File: src/rtl/sevenseg_scan_ctrl.sv
// rtl/sevenseg_scan_ctrl.sv - multiplexed seven-segment scan controller
// Double-buffered digit word, dead time between digits, leading-zero blanking.
module sevenseg_scan_ctrl #(
  parameter int NUM_DIGITS   = 4,
  parameter int REFRESH_DIV  = 50000,
  parameter int BLANK_CYCLES = 16
) (
  input  logic                    clk,
  input  logic                    rst,
  input  logic                    enable,
  input  logic                    blank_lz,
  input  logic                    load_valid,
  output logic                    load_ready,
  input  logic [4*NUM_DIGITS-1:0] load_data,
  output logic [6:0]              seg,
  output logic [NUM_DIGITS-1:0]   an,
  output logic                    frame_done
);

  localparam int CMAX = (REFRESH_DIV > BLANK_CYCLES) ? REFRESH_DIV : BLANK_CYCLES;
  localparam int CW   = (CMAX > 1) ? $clog2(CMAX) : 1;
  localparam int IW   = $clog2(NUM_DIGITS);
  localparam logic [CW-1:0] ON_LAST    = CW'(REFRESH_DIV - 1);
  localparam logic [CW-1:0] BLANK_LAST = CW'(BLANK_CYCLES - 1);
  localparam logic [IW-1:0] IDX_LAST   = IW'(NUM_DIGITS - 1);

  typedef enum logic {S_BLANK, S_ON} state_t;

  state_t                  state, state_nxt;
  logic [IW-1:0]           idx, idx_nxt;
  logic [CW-1:0]           cnt, cnt_nxt;
  logic [4*NUM_DIGITS-1:0] display, display_nxt;
  logic [4*NUM_DIGITS-1:0] pending, pending_nxt;
  logic                    ready_nxt;
  logic                    enter_d0;
  logic                    zero_run;
  logic                    lz_blank;
  logic [6:0]              seg_nxt;
  logic [NUM_DIGITS-1:0]   an_nxt;
  logic                    fd_nxt;

  function automatic logic [6:0] decode(input logic [3:0] d);
    case (d)
      4'd0:    decode = 7'h3F;
      4'd1:    decode = 7'h06;
      4'd2:    decode = 7'h5B;
      4'd3:    decode = 7'h4F;
      4'd4:    decode = 7'h66;
      4'd5:    decode = 7'h6D;
      4'd6:    decode = 7'h7D;
      4'd7:    decode = 7'h07;
      4'd8:    decode = 7'h7F;
      4'd9:    decode = 7'h6F;
      default: decode = 7'h40;
    endcase
  endfunction

  always_comb begin
    state_nxt   = state;
    idx_nxt     = idx;
    cnt_nxt     = cnt;
    display_nxt = display;
    pending_nxt = pending;
    ready_nxt   = load_ready;
    enter_d0    = 1'b0;
    zero_run    = 1'b1;
    lz_blank    = 1'b0;
    seg_nxt     = '0;
    an_nxt      = '0;
    fd_nxt      = 1'b0;

    if (!enable) begin
      state_nxt = S_BLANK;
      idx_nxt   = IDX_LAST;
      cnt_nxt   = '0;
    end else if (state == S_BLANK) begin
      if (cnt == BLANK_LAST) begin
        state_nxt = S_ON;
        cnt_nxt   = '0;
        enter_d0  = (idx == IDX_LAST);
        idx_nxt   = (idx == IDX_LAST) ? '0 : idx + 1'b1;
      end else begin
        cnt_nxt = cnt + 1'b1;
      end
    end else begin
      if (cnt == ON_LAST) begin
        state_nxt = S_BLANK;
        cnt_nxt   = '0;
      end else begin
        cnt_nxt = cnt + 1'b1;
      end
    end

    // Commit and accept are exclusive: commit needs a full buffer, accept an empty one.
    if (!load_ready && (enter_d0 || !enable)) begin
      display_nxt = pending;
      ready_nxt   = 1'b1;
    end else if (load_ready && load_valid) begin
      pending_nxt = load_data;
      ready_nxt   = 1'b0;
    end

    for (int k = NUM_DIGITS - 1; k >= 0; k--) begin
      zero_run = zero_run && (display_nxt[4*k +: 4] == 4'd0);
      if (k == int'(idx_nxt)) lz_blank = blank_lz && (k != 0) && zero_run;
    end

    if (state_nxt == S_ON && !lz_blank) begin
      an_nxt[idx_nxt] = 1'b1;
      seg_nxt         = decode(display_nxt[4*idx_nxt +: 4]);
    end
    fd_nxt = enter_d0;
  end

  always_ff @(posedge clk) begin
    if (rst) begin
      state      <= S_BLANK;
      idx        <= IDX_LAST;
      cnt        <= '0;
      display    <= '0;
      pending    <= '0;
      load_ready <= 1'b1;
      seg        <= '0;
      an         <= '0;
      frame_done <= 1'b0;
    end else begin
      state      <= state_nxt;
      idx        <= idx_nxt;
      cnt        <= cnt_nxt;
      display    <= display_nxt;
      pending    <= pending_nxt;
      load_ready <= ready_nxt;
      seg        <= seg_nxt;
      an         <= an_nxt;
      frame_done <= fd_nxt;
    end
  end

endmodule

File: config.mk
export PLATFORM = sky130hd
export DESIGN_NAME = sevenseg_scan_ctrl
export DESIGN_NICKNAME = d
export VERILOG_FILES = /design/src/rtl/sevenseg_scan_ctrl.sv
export SDC_FILE = /design/constraint.sdc
export NUM_CORES = 1
export LEC_CHECK = 0
export CAP_MARGIN = 0
export CORE_UTILIZATION = 45
export DETAILED_ROUTE_END_ITERATION = 7
export PLACE_DENSITY = 0.69
export SETUP_SLACK_MARGIN = 0.1
export SLEW_MARGIN = 40
export SYNTH_ARGS = -nofsm -noshare
export SYNTH_HDL_FRONTEND = slang
export SYNTH_SLANG_ARGS = --single-unit
File: constraint.sdc
create_clock -name clk -period 3.1 [get_ports clk]
set_input_delay 0.465 -clock clk [delete_from_list [all_inputs] [get_ports clk]]
set_output_delay 0.465 -clock clk [all_outputs]
set_load 0.05 [all_outputs]
After elaboration in Yosys (flattened, before gate mapping):

Memories as Yosys holds them, arrays and structs flattened. A register that Yosys moved wholly into a read port is not among the register bits.
Cells that the tools add are included.
Widths: inputs -> output; s select.

* flip-flop bits (word level): 57
* memory bits (read-only): 112
* input port bits: 21
* output and inout bits: 13
* logic and storage cells: 65
* memories kept: 1

Memories
* (no name shown): depth 16, bits a word 7, rd ports 1, clocked after memory_dff 1, write ports 0, line 43 `case (d)`

* add/subtract/negate cells: 2
* magnitude comparators: 2
* eq/ne operators: 6
* shift-type cells: 1
* mux-type cells: 21
* bitwise logic cells: 3
* reduce and logical (&&, ||, !) cells: 21

Operator list (count)
* $mux 16: 4
* $add 16x1->16 const B: 1
* $eq 16x16->1 const B: 1
* $eq 16x4->1 const B: 1
* $shiftx 16x5->4: 1
* $logic_not 4->1: 3
* $mux 1: 12
* $logic_and 1x1->1: 9
* $mux 2: 4
* $reduce_or 2->1: 3
* $eq 2x2->1 const A: 2
* $logic_not 1->1: 3
* $lt 2x3->1 const B: 1
* $not 1->1: 3
* $add 2x1->2 const B: 1
* $demux 1 s2: 1
* $eq 1x2->1 const A: 1
* $eq 2x2->1 const B: 1
* $ge 2x1->1 const B: 1
* $logic_not 2->1: 1
* $reduce_and 2->1: 1
* $logic_or 1x1->1: 1

Logic depth before layout (Yosys ltp):

* depth after elaboration: 17
* mapped depth: 13
* mapped depth without buffers: 11

Worst setup path after synthesis:

No wires, ideal clock.

* kind: register -> register
* from: reg cnt[10]
* to: reg seg[6]
* library setup time: 70 ps
* arrival time: 2944 ps
* setup slack: 86 ps
* stages on the path, launching flop included: 11
* clock period less this slack: 3014 ps
* path through: dfxtp_1 nor4_4 nand4_1 nor4_4 a21o_1 mux2_1 a221oi_2 inv_1 ha_1 mux2_1 a21oi_1

* word-level cells in the longest chain between the ends: 17

RTL lines
* start, declared: line 31 `logic [CW-1:0] cnt, cnt_nxt;`
* start signal, assigned: line 129 `cnt <= cnt_nxt;`
* $eq 16x4->1: line 77 `if (cnt == BLANK_LAST) begin`
* $mux 1: line 77
* $mux 1: line 76 `end else if (state == S_BLANK) begin`
* $mux 1: line 72 `if (!enable) begin`
* $logic_or 1x1->1: line 95 `if (!load_ready && (enter_d0 || !enable)) begin`
* $logic_and 1x1->1: line 95
* $mux 16: line 95
* $logic_not 4->1: line 104 `zero_run = zero_run && (display_nxt[4*k +: 4] == 4'd0);`
* $logic_and 1x1->1, on equally long branches: line 105, 104
* $mux 1, or another cell as far along: line 105 `if (k == int'(idx_nxt)) lz_blank = blank_lz && (k != 0) && zero_run;`
* $mux 1 / $logic_and 1x1->1 (equally long branches): line 105
* $mux 1 (2 in a row): line 105
* $logic_not 1->1: line 108 `if (state_nxt == S_ON && !lz_blank) begin`
* $logic_and 1x1->1: line 108
* $not 1->1 (no line)
* $reduce_or 2->1 (no line)
* end, declared: line 15 `output logic [6:0] seg,`

Parallel ways exist; a longest one is shown, timed or not.
A chain may end at the register's enable or synchronous reset.

Worst setup path in the final report:

* from: reg cnt[0]
* to: reg seg[3]

Same word-level chain as after synthesis.

==> impl_summary.log <==
[metrics] antenna-violating nets left: 0
[metrics] vias per cell: 5.196
[metrics] number of instances in the synthesized netlist: 332
[metrics] netlist area before placement: ~3000 sq um
[metrics] # H-tree levels: 3
[metrics] internal power consumption: approximately 1300 uW
[metrics] Synth-to-Final Area Change: 31.73%
[metrics] Power, Total: about 1700 uW
[metrics] post-route met1 wirelength: between 3000 and 4000 um
[metrics] TritonCTS clock tree: built
[metrics] Total Die Area: 6847 sq um
[metrics] sequential group share of total power: about half
[metrics] path class of the lowest-slack min-delay path: reg -> reg
[metrics] DR WL/cell: around 14 um
[metrics] clock tree sinks: 64
[metrics] largest family of logic cells by synthesized area: simple AND/OR/NAND/NOR gates
[metrics] net total in the final layout: ~430
[metrics] sequence of cells on the critical path: ha_2, and4b_1, nand4_1, nor4_4, buf_4, a21oi_4, buf_4, mux2i_1, a221oi_2, ha_1, o32ai_1
[metrics] mux cell area share after synthesis: 7.548%
[metrics] Routed met2 length: just over 3000 um
[metrics] flop and latch count out of synthesis: 64
[metrics] max frequency: roughly 0.35 GHz
[metrics] synth warn: 0
[metrics] leading cell types in the layout, fill and taps excluded: nand2_1, dfxtp_1, nor2_1, clkdlybuf4s50_1, buf_4
[metrics] WP data arrival: between 3000 and 4000 ps
[metrics] sequential cell area fraction in the yosys report: a little over two fifths
[metrics] Slew Limit Headroom: about two thirds
[metrics] most frequently used flop master after synthesis: dfxtp_1
[metrics] Syn Area/Cell: between 8 and 9 sq um
[metrics] RSZ-0062 raised after global routing: no
[metrics] Clk Latency, worst-skew pair: roughly 340 ps
[metrics] top metal layer carrying routed signals: met4
[metrics] Most Frequent Cell on Critical Path: buf_4
[metrics] top-level I/O count: 34
[metrics] share of flip-flops with an asynchronous set or reset: 0%
[metrics] iteration count of the initial detailed-routing pass: 4
[metrics] clock-pin slew of the registers on the worst-case setup and hold paths: 80 ps
[metrics] FP Rows: 29
[metrics] part of the total power dissipated in the clock network: 42.2%
[metrics] crit path capture type: flip-flop
[metrics] clk buf depth: 2
[metrics] status: finished, final reports clean
[metrics] worst clock skew: 14.17 ps
[metrics] number of maximum-capacitance constraint violations: 0
[metrics] total CTS buffers: 9
[metrics] met3 wire length: 273 um
[metrics] Synth Net Count: 361
[metrics] Slew @ Worst Pin: 505.9 ps
[metrics] core area: 6314 sq um
[metrics] DIE WIDTH: ~83 um
[metrics] critical path start-end classification: reg -> reg
[metrics] final setup fails: 0
[metrics] ant diodes: 0
[metrics] pin count of the biggest net entering global routing: 35
[metrics] most common library cell in the layout ignoring fill and taps: nand2_1
[metrics] number of DRC violations after detailed-routing iteration 0: between 100 and 150
[metrics] height of the die: between 80 and 90 um
[metrics] final critical-path required period: approximately 2900 ps
[metrics] GRT Residual Overflow: 0
[metrics] number of port buffers: 33
[metrics] global-route total usage across every layer: around 21%
[metrics] effective utilization at floorplan: between 40% and 50%
[metrics] power per cell area: ~450 nW/um^2
[metrics] worst slack, placed: -19.33 ps
[metrics] share of total power in combinational logic: a little over 8%
[metrics] Req. time, crit path: 3350 ps
[metrics] Post-Route Utilization: between 60% and 70%
[metrics] worst IR drop on VDD: about 0.29 mV
[metrics] slowest cell delay on critical path: approximately 430 ps
[metrics] Routed Wire Length: about 6700 um
[metrics] type of element launching the critical path: flip-flop
[metrics] Detail Placement HPWL: approximately 4800 um
[metrics] xor and xnor fraction of the mapped netlist area: approximately 3.9%
[metrics] library cells used by synthesis: 50
[metrics] Worst R2R Setup Slack: about 240 ps
[metrics] basic-gate share of the synthesized area counting and, or, nand and nor cells: around 24%
[metrics] antenna violations before repair: 0
[metrics] net switching fraction of the power: a little under a quarter
[metrics] via count: roughly 2500
[metrics] number of DRC violations after detailed routing: 0
[metrics] number of global-route vias before repair: ~2300
[metrics] compound-cell area share of the yosys netlist: approximately 15%
[metrics] global placement routability congestion: about 0.90
[metrics] global-route wire length before repair: roughly 11000 um
[metrics] synthesized-area fraction occupied by adder cells: 3.412%
[metrics] final hold violation count: 0
[metrics] ratio of final minimum period to clock period: between 90 and 100%
[metrics] cell with the biggest individual delay on the critical path: a221oi_2
[metrics] Final Max Slew Viols: 0
[metrics] LEAKAGE: roughly 0.0015 uW
[metrics] net load switching power: around 400 uW
[metrics] fraction of final layout cells with drive strength greater than 1: between 20% and 30%
[metrics] clock tree root buffer cell: clkbuf_8
[metrics] smallest setup slack after layout: about 240 ps
[metrics] number of enable flip-flop cells after synthesis: 0
[metrics] fill cell total of the finished layout: 525
[metrics] largest driver fanout on the critical path: 4
[metrics] worst hold slack after final layout: between 400 and 500 ps
[worst max-delay path, delay by kind of cell, from the launching register on]
family / cells / cell delay [ps]
flip-flops: 1 / 350
AO/OA/AOI/OAI: 3 / 760
buffers and inverters: 2 / 340
adder cells (fa/ha/maj): 2 / 530
AND/OR/NAND/NOR: 3 / 670
multiplexers: 1 / 140
[cell usage after synthesis, types with 3 or more instances]
master	instances	area, sq um
xnor2_1	6	52.55
nand2_1	65	244.0
xor2_1	7	61.31
nand4_1	3	18.77
o21ai_0	3	15.01
nor4_1	4	25.02
clkbuf_1	10	37.54
mux2_1	3	33.78
nor3_1	4	20.02
a21oi_1	31	155.2
mux2_2	6	67.56
nand3_1	8	40.04
and3_1	7	43.79
dfxtp_1	64	1281
nor2_1	33	123.9
o32ai_1	5	43.79
ha_1	8	100.1
mux2i_1	12	120.1
inv_1	6	22.52
nand2b_1	4	25.02
and2_1	6	37.54
o22ai_1	4	25.02
[final timing paths]
path,startpoint,end,depth (start not counted)
hold reg to reg,cnt[0],cnt[0],1
setup / recovery,cnt[0],seg[3],11
setup reg to reg,cnt[0],seg[3],11
hold / removal,cnt[0],cnt[0],1
[metal layers]
metal	vias up	track usage [%]
met5	-	0
met1	1141	27.32
met4	0	6.724
li1	1284	-
met3	7	5.934
met2	57	32.38
[per-stage QoR]
stage	cell area [sq um]	setup TNS, ps	cells
finish	3865	0	479
global route	3865	0	479
detailed placement	3508	-19.33	455
global placement	3508	0	455
floorplan	2945	0	332
CTS	3771	0	476
[registers in the layout, summed over array words and instances (netlist names)]
register,flops
frame_done,1
state,1
an,4
idx,2
display,16
load_ready,1
pending,16
cnt,16
seg,7
[power groups by stage]
| stage | Sequential, uW | Clock, uW | Combinational [uW] |
|---|---|---|---|
| global placement | 872 | 0 | 132 |
| global route | 857 | 778 | 155 |
| detailed placement | 873 | 0 | 133 |
| CTS | 855 | 739 | 138 |
| finish | 855 | 728 | 143 |
| floorplan | 873 | 0 | 76.0 |
[layout make-up]
class,instances,area (sq um),area share [%]
tap,77,96.34,2.493
timing repair buffer,67,589.3,15.25
clock inverter,3,40.04,1.036
sequential,64,1282,33.18
multi-input combinational,249,1675,43.35
inverter,6,22.52,0.5827
clock buffer,13,158.9,4.111
[cell families after synthesis]
kind of cell	count (synthesis)
XOR/XNOR	13
AO/OA/AOI/OAI	60
buffers and inverters	19
AND/OR/NAND/NOR	147
multiplexers	21
adder cells (fa/ha/maj)	8
flip-flops	64
[what timing repair did]
| item | in CTS | in global routing |
|---|---|---|
| hold buffers | 0 | 0 |
| setup endpoints to repair | 6 | 7 |
| gates resized for setup | 5 | 17 |
| pin swaps | 4 | 7 |
| setup buffers | 5 | 3 |
No activity file was read; power rests on OpenSTA's default activity.
